File: config.mk
export PLATFORM = sky130hd
export DESIGN_NAME = alu_issue_ctrl
export DESIGN_NICKNAME = d
export VERILOG_FILES = /design/src/rtl/alu_issue_ctrl.sv
export SDC_FILE = /design/constraint.sdc
export NUM_CORES = 1
export LEC_CHECK = 0
export CORE_MARGIN = 3
export CORE_UTILIZATION = 55
export CTS_CLUSTER_SIZE = 28
export DETAILED_ROUTE_END_ITERATION = 10
export PLACE_DENSITY_LB_ADDON = 0.3
export SLEW_MARGIN = 20
export SYNTH_ARGS = -nofsm -noshare
export SYNTH_HDL_FRONTEND = slang
export SYNTH_SLANG_ARGS = --single-unit
File: constraint.sdc
create_clock -name clk -period 5.8 [get_ports clk]
set_clock_uncertainty 0.15 [all_clocks]
set_input_delay 1.16 -clock clk [delete_from_list [all_inputs] [get_ports clk]]
set_output_delay 1.16 -clock clk [all_outputs]
set_load 0.01 [all_outputs]
File: src/rtl/alu_issue_ctrl.sv
// alu_issue_ctrl
// Sequencing control in front of a combinational 32-bit ALU. It accepts one
// instruction at a time over a valid/ready handshake, reads two operands from
// an internal register file and drives registered operands, opcode and carry-in
// to the ALU. It then writes the ALU result and flags back and reports
// retirement.
//
// Ports
//   clk, rst_n                 clock, asynchronous active-low reset
//   instr_valid / instr_ready  instruction handshake (ready only while idle)
//   instr[31:0]                {op[5:0], rd, rs1, rs2, use_c, imm[15:0]}
//   alu_a, alu_b, alu_op,      registered ALU inputs; they hold their values
//   alu_cin                    outside decode/execute
//   alu_ans, alu_cout,         ALU result and flags
//   alu_z, alu_n
//   done, done_rd, done_data   one-cycle retirement pulse with its writeback
//   flag_c, flag_z, flag_n     architectural flags
//   illegal                    one-cycle pulse for a rejected class-00 opcode
//   busy                       an instruction is in flight
module alu_issue_ctrl #(
    parameter int DATA_W = 32,
    parameter int REG_AW = 3
) (
    input  logic              clk,
    input  logic              rst_n,
    input  logic              instr_valid,
    input  logic [31:0]       instr,
    output logic              instr_ready,
    output logic [DATA_W-1:0] alu_a,
    output logic [DATA_W-1:0] alu_b,
    output logic [5:0]        alu_op,
    output logic              alu_cin,
    input  logic [DATA_W-1:0] alu_ans,
    input  logic              alu_cout,
    input  logic              alu_z,
    input  logic              alu_n,
    output logic              done,
    output logic [REG_AW-1:0] done_rd,
    output logic [DATA_W-1:0] done_data,
    output logic              flag_c,
    output logic              flag_z,
    output logic              flag_n,
    output logic              illegal,
    output logic              busy
);

    typedef enum logic [1:0] {
        IDLE,
        DECODE,
        EXECUTE,
        WRITEBACK
    } issueState_t;

    localparam int NumRegs = 2 ** REG_AW;

    issueState_t state;
    issueState_t nextState;

    logic [31:0]       instrReg;
    logic [DATA_W-1:0] regFile [NumRegs];

    logic [5:0]        opField;
    logic [1:0]        opClass;
    logic [REG_AW-1:0] rdIdx;
    logic [REG_AW-1:0] rs1Idx;
    logic [REG_AW-1:0] rs2Idx;
    logic              useC;
    logic [15:0]       immField;
    logic [DATA_W-1:0] immExt;

    logic accept;
    logic loadAlu;
    logic writeAlu;
    logic writeImm;
    logic raiseIllegal;

    // Field extraction from the latched instruction word.
    assign opField  = instrReg[31:26];
    assign opClass  = opField[5:4];
    assign rdIdx    = REG_AW'(instrReg[25:23]);
    assign rs1Idx   = REG_AW'(instrReg[22:20]);
    assign rs2Idx   = REG_AW'(instrReg[19:17]);
    assign useC     = instrReg[16];
    assign immField = instrReg[15:0];
    assign immExt   = {{(DATA_W - 16){immField[15]}}, immField};

    assign instr_ready = (state == IDLE);
    assign busy        = (state != IDLE);
    assign accept      = instr_valid && (state == IDLE);

    // State register.
    always_ff @(posedge clk or negedge rst_n) begin
        if (!rst_n) begin
            state <= IDLE;
        end else begin
            state <= nextState;
        end
    end

    // Next-state and per-state control strobes.
    always_comb begin
        nextState    = state;
        loadAlu      = 1'b0;
        writeAlu     = 1'b0;
        writeImm     = 1'b0;
        raiseIllegal = 1'b0;
        unique case (state)
            IDLE: begin
                if (instr_valid) begin
                    nextState = DECODE;
                end
            end
            DECODE: begin
                if (opClass == 2'b00) begin
                    // Class 00 resolves entirely here: NOP, LOADI or reject.
                    nextState = IDLE;
                    if (opField == 6'b000001) begin
                        writeImm = 1'b1;
                    end else if (opField != 6'b000000) begin
                        raiseIllegal = 1'b1;
                    end
                end else begin
                    loadAlu   = 1'b1;
                    nextState = EXECUTE;
                end
            end
            EXECUTE: begin
                // ALU inputs are already registered; this cycle lets them settle.
                nextState = WRITEBACK;
            end
            WRITEBACK: begin
                writeAlu  = 1'b1;
                nextState = IDLE;
            end
            default: begin
                nextState = IDLE;
            end
        endcase
    end

    // Instruction latch, only on an accepted handshake.
    always_ff @(posedge clk or negedge rst_n) begin
        if (!rst_n) begin
            instrReg <= '0;
        end else if (accept) begin
            instrReg <= instr;
        end
    end

    // ALU input registers: loaded in decode, held otherwise. The operand read
    // sees the pre-write register value because writeback happens later.
    always_ff @(posedge clk or negedge rst_n) begin
        if (!rst_n) begin
            alu_a   <= '0;
            alu_b   <= '0;
            alu_op  <= '0;
            alu_cin <= 1'b0;
        end else if (loadAlu) begin
            alu_a   <= regFile[rs1Idx];
            alu_b   <= regFile[rs2Idx];
            alu_op  <= opField;
            alu_cin <= useC & flag_c;
        end
    end

    // Register file: single write port shared by ALU writeback and LOADI.
    always_ff @(posedge clk or negedge rst_n) begin
        if (!rst_n) begin
            for (int unsigned i = 0; i < NumRegs; i++) begin
                regFile[i] <= '0;
            end
        end else if (writeAlu) begin
            regFile[rdIdx] <= alu_ans;
        end else if (writeImm) begin
            regFile[rdIdx] <= immExt;
        end
    end

    // Architectural flags: Z/N follow every ALU class, C only arithmetic.
    always_ff @(posedge clk or negedge rst_n) begin
        if (!rst_n) begin
            flag_c <= 1'b0;
            flag_z <= 1'b0;
            flag_n <= 1'b0;
        end else if (writeAlu) begin
            flag_z <= alu_z;
            flag_n <= alu_n;
            if (opClass == 2'b01) begin
                flag_c <= alu_cout;
            end
        end
    end

    // Retirement and rejection reporting, registered so they appear the cycle
    // after the deciding state.
    always_ff @(posedge clk or negedge rst_n) begin
        if (!rst_n) begin
            done      <= 1'b0;
            done_rd   <= '0;
            done_data <= '0;
            illegal   <= 1'b0;
        end else begin
            done    <= writeAlu | writeImm;
            illegal <= raiseIllegal;
            if (writeAlu) begin
                done_rd   <= rdIdx;
                done_data <= alu_ans;
            end else if (writeImm) begin
                done_rd   <= rdIdx;
                done_data <= immExt;
            end
        end
    end

endmodule

==> results of run 1 <==
==> stage by stage <==
step	area (µm²)	setup slack (ns)	total power [µW]	hold WS, ns
after floorplan	18700	3.38	9490	0.322
after global placement	20500	2.14	11500	0.309
after detailed placement	20500	2.02	11800	0.308
after CTS	21800	1.95	14400	0.319
after global routing	21900	1.75	15300	0.347
final	21900	1.87	14500	0.314
==> worst register-to-register path, stage by stage, from the launching register on <==
cell                      delay (ns)
sky130_fd_sc_hd__dfrtp_1        0.44
sky130_fd_sc_hd__or4b_1         0.60
sky130_fd_sc_hd__o21a_4         0.45
sky130_fd_sc_hd__inv_6          0.71
sky130_fd_sc_hd__nand3_2        0.94
sky130_fd_sc_hd__o21ai_0        0.52
==> worst max-delay path by stage <==
stage,endpoint,start,slack (ns)
detailed placement,regFile[181],flip-flop,2.02
global route,regFile[131],flip-flop,1.75
finish,regFile[131],flip-flop,1.87
global placement,regFile[138],flip-flop,2.14
floorplan,instrReg[10],instr_valid,3.38
CTS,regFile[181],flip-flop,1.95
==> per-layer routing <==
| metal | track usage [%] | vias to the layer above | routed length (µm) |
|---|---|---|---|
| met5 | 0 | - | 0 |
| met4 | 9.57 | 0 | 1470 |
| met3 | 5.33 | 127 | 4990 |
| met2 | 47.5 | 851 | 25600 |
| met1 | 39.0 | 7233 | 19800 |
| li1 | - | 6012 | - |
==> placed cells by master (no fill, tap or decap), types with 7 or more instances in the layout <==
cell,synthesis,final
sky130_fd_sc_hd__clkdlybuf4s50_1,0,181
sky130_fd_sc_hd__nor2_1,100,100
sky130_fd_sc_hd__a21oi_1,369,369
sky130_fd_sc_hd__mux4_2,128,128
sky130_fd_sc_hd__mux2_2,37,37
sky130_fd_sc_hd__o21ai_1,14,14
sky130_fd_sc_hd__mux2i_1,79,79
sky130_fd_sc_hd__buf_4,4,16
sky130_fd_sc_hd__clkbuf_16,0,41
sky130_fd_sc_hd__nand2_1,23,22
sky130_fd_sc_hd__o21ai_0,243,243
sky130_fd_sc_hd__clkbuf_1,90,9
sky130_fd_sc_hd__dfrtp_1,401,395
sky130_fd_sc_hd__clkbuf_8,0,7
==> power by group through the flow <==
stage | combinational, µW | sequential, µW | clock [µW]
after global routing | 7100 | 5510 | 2740
after global placement | 6290 | 5230 | 0
after floorplan | 4570 | 4920 | 0
after detailed placement | 6480 | 5330 | 0
final | 6560 | 5350 | 2590
after CTS | 6510 | 5310 | 2620
==> registers in the layout, indices dropped and copies added, names as in the netlist, 3 cells and up, named ones only <==
name,count
alu_op,6
instrReg,32
alu_b,32
regFile,256
done_data,32
done_rd,3
alu_a,32
==> cell type report <==
type                            count  area (µm²)  area share [%]
Clock inverter                     12         143           0.651
Multi-Input combinational cell   1022        7940            36.2
Tap cell                          442         553            2.53
Timing Repair Buffer              202        2040            9.33
Sequential cell                   401       10000            45.9
Inverter                            4        20.0          0.0914
Clock buffer                       57        1160            5.28
==> logic make-up (layout without fill, tap and decap cells) <==
group | Yosys count | after routing | share of synthesized area, %
AO/OA/AOI/OAI | 629 | 629 | 16.9
flip-flops | 401 | 401 | 53.8
AND/OR/NAND/NOR | 149 | 149 | 3.43
multiplexers | 244 | 244 | 21.9
buffers and inverters | 160 | 275 | 3.98
==> reports/results.txt, run 1 <==
The flow ran to the end, and the final reports show no timing, DRC or antenna violations. The most frequent cell after synthesis is sky130_fd_sc_hd__dfrtp_1. The type of the worst min-delay path is reg -> reg.

The pin slew with the least headroom to its limit was 1.17 ns. The die is 190 µm wide. The share of power burned in combinational logic is 45.3%. By area the synthesized netlist is led by sky130_fd_sc_hd__dfrtp_1 (54%), sky130_fd_sc_hd__mux4_2 (15%), sky130_fd_sc_hd__a21oi_1 (9.9%), sky130_fd_sc_hd__o21ai_0 (6.5%), sky130_fd_sc_hd__mux2i_1 (4.2%).

For this run, the share of the core covered by cells in the final layout is 66.3%. Leftover overflow at the end of global routing: 0. Setup violations remaining at the end of the flow were counted as 0. For this design the ratio of total power to cell area is 662 nW/µm². After clock tree synthesis, the repair step resized 0 gates. Summed over all failing endpoints, the final setup total negative slack is 0 ns. The cell count after placement came out at 2,069.

The logs give 0 for the number of max-cap violations and 6 for the first-pass iteration count of the detailed router. The final weighted congestion in routability-driven placement was 0.794. The area growth from synthesis to layout is 17.3%. The number of enable flip-flop cells after synthesis was 0; the synthesis-stage register bit count was 401.

For the worst max-slew margin expressed relative to the limit, the log shows 22.1%. The clock power share is 17.9%. The logs give 183 for the top-level I/O count and 53.8% for the sequential cell area fraction in the yosys report. The post-synth net total was 1,653.

Yosys printed 0 warnings. After clock tree synthesis, the clock-pin slew on the worst setup and hold paths is 0.06 ns. The register-to-register path setup slack is 1.87 ns. The number of antenna repair diodes was 0.

Hold repair after CTS inserted 0 buffers. The die covers 36,200 µm². For this configuration, the core starts out at a cell density of 56.5%. The beginning of the worst hold path was done_rd[2].

Traced cell by cell, the critical path runs through or4b_1, o21a_4, inv_6, nand3_2, o21ai_0. The required time at the worst-slack endpoint is 6.06 ns. During placement, the flow inserted port buffers numbering 182. For this run, the leading register cell type out of synthesis is sky130_fd_sc_hd__dfrtp_1.

The number of antenna violations at the first check in global routing is 0. The post-route netlist has 15.9% of its cells at a drive strength greater than 1. The part of the total power dissipated in sequential elements is 36.9%. The first global-routing pass estimated 81,000 µm of wire. Setup repair after global routing left no endpoint under its margin. The critical path class was reg -> reg. The logs give 41 for the total clock buffers created by CTS and 4.19 ns for the data arrival at the endpoint of the critical path. The worst setup path is launched from a flip-flop.

The number of cells on the worst reg-to-reg path is 5. The clock period minus final worst setup slack works out to 3.93 ns. The type of element capturing the critical path was a flip-flop. Counting every sink on the clock net gives 401. In the final design database the tool counted 1,742 nets. Counting the fill cells in the layout gives 2,468. The later pin in the worst-skew pair is clocked with a latency of 0.53 ns.

Detailed routing inserted a total of 14,223 vias. The share of synthesized area in the top cell type comes to 53.8%. The achievable clock frequency is 0.254 GHz. Hold-critical path endpoint: done_rd[2]. Cell taking the most area after synthesis: sky130_fd_sc_hd__dfrtp_1. The detailed-placement wirelength estimate is 29,300 µm, and the post-synthesis average cell area is 11.8 µm². The floorplan has 66 rows. The run gives 33,000 µm² as the core region area.

The H-tree depth is 2, and the largest voltage drop on the vdd net is 0.362 mV. Critical path's top delay family: simple AND/OR/NAND/NOR gates. Slowest library cell on the worst path: sky130_fd_sc_hd__nand3_2.

The via count of the first global-routing pass is 14,523, and the critical-path maximum fanout is 102. The tools report the endpoint of the worst-slack reg-to-reg timing path as regFile[131]. The number of cells on the critical path came out at 5. Synthesis produced 1,583 cells.

The logs give 0 for the final-report hold violation count and 0 for the post-CTS setup buffer count. The tools report the switching power of the nets as 5720 µW. After layout, the worst path uses 67.8% of the clock period.

The total routed wirelength is 51,800 µm, and the die boundary height is 190 µm. The tree is rooted in a sky130_fd_sc_hd__clkbuf_16. TritonCTS built the clock tree. In this design, the stage delay of the slowest critical-path cell is 0.92 ns. The worst hold path stage count was 2; the switching share of total power was 39.5%.

The detail route stage leaves a number of antenna-violating nets equal to 0. The detail-routed net length per standard cell is 24.2 µm, and the largest buffer count on any clock path is 3. The violation count after the first detailed-route iteration was 1,639. The commonest cells after synthesis are sky130_fd_sc_hd__dfrtp_1 (401), sky130_fd_sc_hd__a21oi_1 (369), sky130_fd_sc_hd__o21ai_0 (243).

The run gives 31 as the unique cell type count in the Yosys netlist. Counting flops with an async set or reset pin after synthesis yields a share of 100%. The synthesized area came out at 18,700 µm².

The run gives 0.00847 µW as the static leakage. For the final cell count without fillers, the log shows 2,140. Sum of buffers and inverters on the critical path: 1.

The pin count of the biggest net entering global routing is 153, and the detail-routed via count per cell is 6.65. The run gives 0 as the max-slew violation count. The global-route total usage across every layer is 28.7%, and the DRC violation count after routing is 0. Internal power comes to 8780 µW.
(Power assumes the default switching activity.)
==> run 2, diff against run 1 <==
--- a/config.mk
+++ b/config.mk
@@ -6,7 +6,7 @@
 export NUM_CORES = 1
 export LEC_CHECK = 0
 export CORE_MARGIN = 3
-export CORE_UTILIZATION = 55
+export CORE_UTILIZATION = 52
 export CTS_CLUSTER_SIZE = 28
 export DETAILED_ROUTE_END_ITERATION = 10
 export PLACE_DENSITY_LB_ADDON = 0.3
==> constraint.sdc (replaced) <==
create_clock -name clk -period 3.3 [get_ports clk]
set_clock_uncertainty 0.15 [all_clocks]
set_input_delay 0.66 -clock clk [delete_from_list [all_inputs] [get_ports clk]]
set_output_delay 0.66 -clock clk [all_outputs]
set_load 0.01 [all_outputs]
==> run 2 against run 1 <==
  * Global-route usage decreased by 0.71 points
  * Setup slack got worse by 1.6 ns
  * Combinational power grew 78%
  * Via count up 1.7%
  * Sequential share of layout area shrank 1.1 points
  * Total power increased by 79%
  * Wire length increased by 4.3%
  * Flip-flop and latch count did not move
  * Critical path type unchanged
  * Highest routed layer unchanged
==> reports/results.txt, run 2 (same netlist as run 1, synthesis figures left out) <==
The flow ran to the end, and the final reports show no timing, DRC or antenna violations. Root cell of the clock tree: sky130_fd_sc_hd__clkbuf_16 (unchanged). The total via count after detailed routing was 14,468 (was 14,223); the share of the cycle needed by the critical path after routing was 92.4% (was 67.8%). The number of I/O port buffers came out at 182 (unchanged). Type of element capturing the critical path: a flip-flop (unchanged). The power per cell area works out to 1160 nW/µm² (was 662 nW/µm²). The slowest library cell on the worst path was sky130_fd_sc_hd__buf_4 (was sky130_fd_sc_hd__nand3_2). The total of cells resized after clock tree synthesis came out at 0 (unchanged). The logs give 0 (unchanged) for the final-report hold violation count and 0 (unchanged) for the DRC violation count after routing. The global-route total usage across every layer came out at 28.0% (was 28.7%).

The clock period minus final worst setup slack works out to 3.05 ns (was 3.93 ns). The logs give 0 (unchanged) for the max-slew violation count and 1 (was 0) for the number of buffers inserted by hold repair at cts. By instance count, the cell type seen most on the critical path is sky130_fd_sc_hd__a21oi_1. The post-detailed-route count of antenna-violating nets was 0 (unchanged); the horizontal extent of the die was 195 µm (was 190 µm). The run gives 1,482 (was 1,639) as the violation count after the first detailed-route iteration.

The pin slew with the least headroom to its limit came out at 0.992 ns (was 1.17 ns). The latest clock arrival within the worst-skew pair came out at 0.55 ns (was 0.53 ns). The count of endpoints failing setup in the final report came out at 0 (unchanged). Most frequent cells in the layout: sky130_fd_sc_hd__dfrtp_1 (395), sky130_fd_sc_hd__a21oi_1 (369), sky130_fd_sc_hd__o21ai_0 (243) (unchanged). The clock transition time at the flip-flop clock pins of the worst setup and hold paths was 0.06 ns (about the same); the cell-internal power was 15,800 µW (was 8780 µW). The leading cell type in the layout, fill and taps excluded was sky130_fd_sc_hd__dfrtp_1 (unchanged). The logs give 68 (was 66) for the number of standard-cell rows in the floorplan and 14,843 (was 14,523) for the via count of the first global-routing pass. The number of flip-flops under the largest register name is 256 (unchanged).

Worst path cell trace: or4b_1, o21a_4, inv_6, buf_4, a21oi_1, a21oi_1 (was or4b_1, o21a_4, inv_6, nand3_2, o21ai_0). The logs give 2,199 (was 2,140) for the final cell count without fillers and 401 (unchanged) for the TritonCTS sink count. The maximum cell stage delay along the critical path came out at 0.66 ns (was 0.92 ns). The register ranked first by flip-flop count was regFile (unchanged). Setup repair after global routing left no endpoint under its margin. The number of antenna repair diodes is 0 (unchanged). The type of the worst min-delay path is reg -> reg (unchanged). The number of antenna violations at the first check in global routing came out at 0 (unchanged). The logs give 0 (unchanged) for the number of max-cap violations and 5 (was 6) for the first-pass iteration count of the detailed router. The total clock buffers created by CTS is 43 (was 41), and the path depth of the worst reg2reg path is 6 (was 5). The critical-path maximum fanout was 75 (was 102).

The proportion of layout cells with a drive suffix above 1 was 18.0% (was 15.9%); the switching power of the nets was 10,200 µW (was 5720 µW). The destination of the critical timing path was regFile[243] (was regFile[131]). The core region area is 35,000 µm² (was 33,000 µm²), and the largest voltage drop on the vdd net is 0.643 mV (was 0.362 mV). The endpoint of the worst-slack reg-to-reg timing path was regFile[243] (was regFile[131]).

The type of element launching the critical path was a flip-flop (unchanged). Critical path's top delay family: buffers and inverters (was simple AND/OR/NAND/NOR gates). The clock power share was 18.3% (was 17.9%); the area added between synthesis and finish was 20.3% (was 17.3%).

TritonCTS built the clock tree. Detail-routed net length per standard cell: 24.6 µm (was 24.2 µm). For the starting density of the core, the log shows 53.4% (was 56.5%). The sum of buffers and inverters on the critical path is 2 (was 1), and the register-to-register path setup slack is 0.25 ns (was 1.87 ns).

The largest buffer count on any clock path was 3 (unchanged); the wire length of the first global-routing pass was 84,400 µm (was 81,000 µm). The total number of nets in the final design was 1,783 (was 1,742); the area of the die was 38,200 µm² (was 36,200 µm²). The tools report the static leakage as 0.00876 µW (was 0.00847 µW). The cell count after placement is 2,122 (was 2,069).

The switching share of total power is 39.2% (was 39.5%), and the leftover overflow at the end of global routing is 0 (unchanged). For the data arrival at the endpoint of the critical path, the log shows 3.35 ns (was 4.19 ns). The run gives 54,100 µm (was 51,800 µm) as the total routed wirelength. The logs give 2 (unchanged) for the H-tree depth and 44.9% (was 45.3%) for the share of power burned in combinational logic. For the detailed-placement wirelength estimate, the log shows 32,300 µm (was 29,300 µm). The number of cells on the critical path was 6 (was 5); the setup total negative slack was 0 ns (unchanged). The post-CTS setup buffer count was 0 (unchanged). The top-level I/O count is 183 (unchanged), and the die boundary height is 195 µm (was 190 µm).

The achievable clock frequency was 0.328 GHz (was 0.254 GHz). The worst hold path stage count was 2 (unchanged); the worst max-slew margin expressed relative to the limit was 32.0% (was 22.1%). Critical path class: reg -> reg (unchanged). The detail-routed via count per cell was 6.58 (was 6.65). The pin count of the biggest net entering global routing was 85 (was 153); the final weighted congestion in routability-driven placement was 0.811 (was 0.794). The part of the total power dissipated in sequential elements is 36.8% (was 36.9%), and the required time at the worst-slack endpoint is 3.60 ns (was 6.06 ns).
==> run 2: power groups by stage <==
| stage | Sequential, µW | Clock (µW) | Combinational, µW |
|---|---|---|---|
| 6_report | 9560 | 4760 | 11700 |
| 5_1_grt | 9870 | 5020 | 12600 |
| 4_1_cts | 9500 | 4840 | 11600 |
| 3_5_place_dp | 9540 | 0 | 11500 |
| 3_3_place_gp | 9390 | 0 | 11200 |
| 2_1_floorplan | 8640 | 0 | 8040 |
==> run 2: worst min path at each step <==
stage / slack [ns] / start / end
after floorplan: 0.21 / rst_n / async pin
after global placement: 0.32 / done_rd[2] / done_rd[2]
after detailed placement: 0.32 / done_rd[0] / done_rd[0]
after CTS: 0.33 / done_rd[0] / done_rd[0]
after global routing: 0.34 / done_rd[0] / done_rd[0]
final: 0.32 / done_rd[0] / done_rd[0]
==> run 2: cell type report <==
type	count	area [µm²]
Fill cell	2663	12500
Sequential cell	401	10100
Multi-Input combinational cell	1022	7940
Timing Repair Buffer	241	2450
Clock buffer	71	1370
Tap cell	455	569
Clock inverter	5	45.0
Inverter	4	20.0
==> run 2: worst min-delay path, stage by stage (launching register included) <==
cell	delay [ns]
sky130_fd_sc_hd__dfrtp_1	0.34
sky130_fd_sc_hd__nand2_1	0.05
sky130_fd_sc_hd__nand2_1	0.06
==> run 2: stage by stage <==
stage / utilization, % / hold slack (ns) / worst slack [ns] / area, µm² / power, µW
detailed placement: 60.1 / 0.317 / 0.406 / 21000 / 21100
global route: 64.2 / 0.336 / 0.0853 / 22400 / 27500
floorplan: - / 0.214 / 1.15 / 18700 / 16700
global placement: 60.1 / 0.316 / 0.493 / 21000 / 20600
finish: 64.2 / 0.324 / 0.250 / 22400 / 26000
CTS: 64.2 / 0.329 / 0.313 / 22400 / 26000
==> run 2: routing by layer <==
| metal | vias up | track usage [%] | routed length (µm) |
|---|---|---|---|
| met5 | - | 0 | 0 |
| met4 | 0 | 11.0 | 2230 |
| met3 | 172 | 5.88 | 5150 |
| met2 | 890 | 45.6 | 26200 |
| met1 | 7315 | 37.3 | 20400 |
| li1 | 6091 | - | - |
==> variant 1, RTL diff (config.mk and constraints of run 2) <==
Change the parameter `DATA_W` from 32 to 40.
--- a/src/rtl/alu_issue_ctrl.sv
+++ b/src/rtl/alu_issue_ctrl.sv
@@ -20,3 +20,3 @@
 module alu_issue_ctrl #(
-    parameter int DATA_W = 32,
+    parameter int DATA_W = 40,
     parameter int REG_AW = 3
Interface: changed (resized alu_a, alu_ans, alu_b and done_data); port bits go from 183 to 215. No check against the original RTL was run, so the function may have changed too.
==> variant 1 against run 2 <==
- setup slack gained 330 ps
- area after synthesis grew 22%
- largest cell class unchanged
- cell area grew 22%
- power grew 24%
- synthesized cell count grew 23%
- wire length grew 25%
- sequential cell count grew 88
- highest routed layer unchanged
- non-clock buffer count grew 41
==> variant 1: results (changes against run 2) <==
grt:
  grt_max_degree: 106  # was 85
  antenna_found_initial: 1  # was 0
  grt_pass1_vias: 18096  # was 14,843
  grt_pass1_wl_mm: 105  # was 84.4 mm
clock_tree:
  cts_buffers: 50  # was 43
  clock_latency_ps: 590  # was 550 ps
route:
  wl_met1_mm: 26.4  # was 20.4 mm
  drt_iter0_markers: 2170  # was 1,482
  route.met2.wl_mm: 32.5  # was 26.2 mm
  wl_per_cell_um: 24.9  # was 24.6 um
  met3_length_mm: 6.30  # was 5.15 mm
layout:
  drive_above_1_share_pct: 17.6  # was 18.0%
  nets: 2159  # was 1,783
  largest_reg_flops: 320  # was 256
critical_path:
  reg2reg_to: "regFile[30]"  # was regFile[243]
  reg2reg_slack_ps: 580  # was 250 ps
  cp_data_arrival_time_ps: 3060  # was 3350 ps
  cp_max_fo: 47  # was 75
yosys:
  yosys-top-cells-count: "dfrtp_1 (489), a21oi_1 (465), o21ai_0 (225)"  # was dfrtp_1 (401), a21oi_1 (369), o21ai_0 (243)
  synthTopCellsByArea: "dfrtp_1 (54%), mux4_2 (16%), a21oi_1 (10%)"  # was dfrtp_1 (54%), mux4_2 (15%), a21oi_1 (9.9%)
  ys.warnings.count: 0  # unchanged
  synth_compound_area_share_pct: 17.3  # was 16.9%
  synthDistinctLibCells: 28  # was 31
  synth_fp_nets: 2019  # was 1,653
  synthMuxAreaShare_pct: 21.7  # was 21.9%
power_and_ir_drop:
  intPower_w: 0.0195  # was 0.0158 W
  p_leak_nw: 10.6  # was 8.76 nW
  peakVddDrop_v: 0.000647  # was 0.000643 V
run_status:
  status: "complete, no violations"  # unchanged
timing:
  timing.hold.ws_ps: 326  # was 324 ps
  relSlewSlack_pct: 32.3  # was 32.0%
placement:
  dp_hpwl_mm: 39.4  # was 32.3 mm
  io_buffers: 214  # was 182
  placed_cell_area_um2: 25600  # was 21,000 um^2
  place_congestion: 0.820  # was 0.811
hold_path:
  min-delay-start: "flag_z"  # was done_rd[0]
  hold_end: "flag_z"  # was done_rd[0]
==> variant 1: cell count changes after synthesis, sizes merged, moves of 16 or more <==
cell	delta
nor2	+24
buf	+25
a21oi	+96
dfrtp	+88
mux2i	+16
o21ai	+64
mux4	+32
==> variant 1: cells by family after synthesis <==
logic type      count (synthesis)
mux                           292
buf+inv                       198
flops                         489
compound gates                789
simple gates                  173
==> variant 1: metal layers <==
metal,global-route usage (%),vias to the layer above
met3,5.97,171
met5,0,-
met1,39.5,9054
li1,-,7447
met4,10.8,0
met2,46.5,967
==> variant 1: worst max-delay path by stage <==
stage	from	endpoint	slack, ps	depth (start not counted)
after CTS	flop	regFile[30]	600	6
final	flop	regFile[30]	580	6
after detailed placement	flop	regFile[35]	640	6
after floorplan	flop	regFile[120]	1130	9
after global routing	flop	regFile[62]	470	6
after global placement	flop	regFile[33]	700	6
==> variant 1: worst max-delay path, stage by stage (launching register included) <==
cell and delay [ps]:
dfrtp_1 440, or4b_1 590, o21a_4 270, inv_8 240, nand2b_2 390, buf_12 310
o21ai_0 180
==> variant 1: metrics by stage <==
stage	util [%]	std cells	worst slack, ps
after floorplan	-	1941	1130
after global placement	59.2	2613	699
after detailed placement	59.2	2613	636
after CTS	63.3	2705	596
after global routing	63.3	2705	467
final	63.3	2705	584
==> variant 1: area by class of cell <==
cell class | count | area, um^2
fill | 3280 | 15900
clock buffer | 71 | 1490
inverter | 4 | 22.5
sequential | 489 | 12300
tap | 585 | 732
clock inverter | 20 | 278
timing repair buffer | 282 | 2890
multi-input combinational | 1254 | 9730
==> variant 1: power groups by stage <==
stage               sequential [W]  combinational, W  clock [W]
detailed placement          0.0116            0.0144          0
global route                0.0119            0.0157    0.00640
floorplan                   0.0105           0.00997          0
CTS                         0.0115            0.0145    0.00615
global placement            0.0114            0.0140          0
finish                      0.0116            0.0145    0.00608
==> variant 2, RTL diff (settings of run 2) <==
Without the edit above. Re-encode `issueState_t` (4 states) as one-hot, 4 bits wide.
--- a/src/rtl/alu_issue_ctrl.sv
+++ b/src/rtl/alu_issue_ctrl.sv
@@ -46,7 +46,7 @@
 
-    typedef enum logic [1:0] {
-        IDLE,
-        DECODE,
-        EXECUTE,
-        WRITEBACK
+    typedef enum logic [3:0] {
+        IDLE      = 4'b0001,
+        DECODE    = 4'b0010,
+        EXECUTE   = 4'b0100,
+        WRITEBACK = 4'b1000
     } issueState_t;
Formal check against the unedited RTL: same outputs for any inputs over 4 cycles, from zero or initial values and one cycle with rst_n low; so few cycles prove little.
==> variant 2 against run 2 <==
- count of clock-buffer cells in the layout fell by 3
- first-iteration DRC count fell by 48%
- setup slack got worse by 47 ps
- non-clock buffer count fell by 19
- power fell by 26%
- sequential cell count rose by 2
- combinational power fell by 40%
- hold slack improved by 16 ps
- wire length fell by 18%
- cell area rose by 2.2%
- area after synthesis rose by 1.9%
- sequential share of layout area fell by 0.75 points
==> variant 2: results (changes against run 2) <==
timing:
  worst_pin_slew_ps: 935  # was 992 ps
layout:
  seq-cell-share_pct: 44.0  # was 44.8%
  layoutNonFillerInstCount: 1953  # was 2,199
  nNonClkInverters: 3  # was 4
  clock_cell_area_share_pct: 6.35  # was 6.31%
  nets: 1528  # was 1,783
  buffers: 222  # was 241
  buf_share_pct: 9.99  # was 10.9%
  fill_cells: 2601  # was 2,663
  multi_input_area_share_pct: 37.1  # was 35.4%
  drive_above_1_share_pct: 36.4  # was 18.0%
  utilization_pct: 64.0  # was 64.2%
  multi_input_gates: 784  # was 1,022
  clkbuf_count: 68  # was 71
grt:
  grt_use_met1_pct: 33.3  # was 37.3%
  grt_pass1_wl_mm: 70.6  # was 84.4 mm
  grt_use_met3_pct: 4.13  # was 5.88%
  grt_usage_pct: 23.2  # was 28.0%
  grt_pass1_vias: 12321  # was 14,843
  gr-usage-met2_pct: 37.7  # was 45.6%
  grt_max_degree: 103  # was 85
yosys:
  synth_fp_nets: 1360  # was 1,653
  synthTopCellsByArea: "dfrtp_1 (53%), mux4_2 (15%), mux2_2 (15%)"  # was dfrtp_1 (54%), mux4_2 (15%), a21oi_1 (9.9%)
  yosys-top-cells-count: "dfrtp_1 (402), mux2_2 (247), nor2_1 (129)"  # was dfrtp_1 (401), a21oi_1 (369), o21ai_0 (243)
  synthDistinctLibCells: 30  # was 31
  postSynthCellCount: 1290  # was 1,583
  ys_ff_latch: 403  # was 401
  ys_seq_area_share_pct: 53.1  # was 53.8%
  async_flop_share_pct: 100  # unchanged
placement:
  dp_hpwl_mm: 27.7  # was 32.3 mm
  post-place-ws_ps: 285  # was 406 ps
  placed_cell_area_um2: 21500  # was 21,000 um^2
  place_congestion: 0.756  # was 0.811
  dp.cells: 1872  # was 2,122
power_and_ir_drop:
  comb-power_w: 0.00699  # was 0.0117 W
  peakVddDrop_v: 0.000651  # was 0.000643 V
  intPower_w: 0.0129  # was 0.0158 W
  p_leak_nw: 9.90  # was 8.76 nW
  power_w: 0.0192  # was 0.0260 W
  power.share.clock_pct: 25.5  # was 18.3%
route:
  drt_iter0_markers: 770  # was 1,482
  met3_length_mm: 2.25  # was 5.15 mm
  route.met2.wl_mm: 21.4  # was 26.2 mm
  wl_met1_mm: 19.8  # was 20.4 mm
  wl_per_cell_um: 22.6  # was 24.6 um
  vias_per_cell: 5.96  # was 6.58
critical_path:
  cp_data_arrival_time_ps: 2290  # was 3350 ps
  slowest_stage: "clkdlybuf4s50_1"  # was buf_4
  cp_max_fo: 4  # was 75
hold_path:
  min-delay-start: "alu_op[4]"  # was done_rd[0]
clock_tree:
  root_buffer: "clkbuf_16"  # unchanged
  cts_buffers: 44  # was 43
  ctsHtreeMaxLevel: 2  # unchanged
run_status:
  status: "complete, no violations"  # unchanged
die:
  design.core.area_um2: 35800  # was 35,000 um^2
## variant 2: cell count changes in the layout (fill, tap and decap cells not counted), moves of 24 or more
cell	run 2	this run
o21ai_0	243	1
mux2_2	37	247
mux2_1	0	24
a21oi_1	369	64
nand2_1	23	51
nor2_1	100	129
mux2_4	0	39
## variant 2: worst paths after layout
path	endpoint	slack, ps	cells after the start
worst min-delay path	alu_op[4]	340	2
max in group asynchronous	regFile[143]	1550	3
min in group asynchronous	instrReg[2]	450	2
worst max register to register	regFile[181]	270	4
worst min register to register	alu_op[4]	340	2
worst max-delay path	instr_ready	200	2
## variant 2: cell families after synthesis
group           after synthesis  share of synthesized area, %
compound gates               84                          2.40
simple gates                198                          4.38
buf+inv                     103                          2.51
mux                         502                          37.7
flops                       403                          53.1
## variant 2: timing repair
item / 4_1_cts / 5_1_grt
hold buffers: 1 / 0
setup endpoints to repair: 0 / 0
hold endpoints to repair: 35 / 0
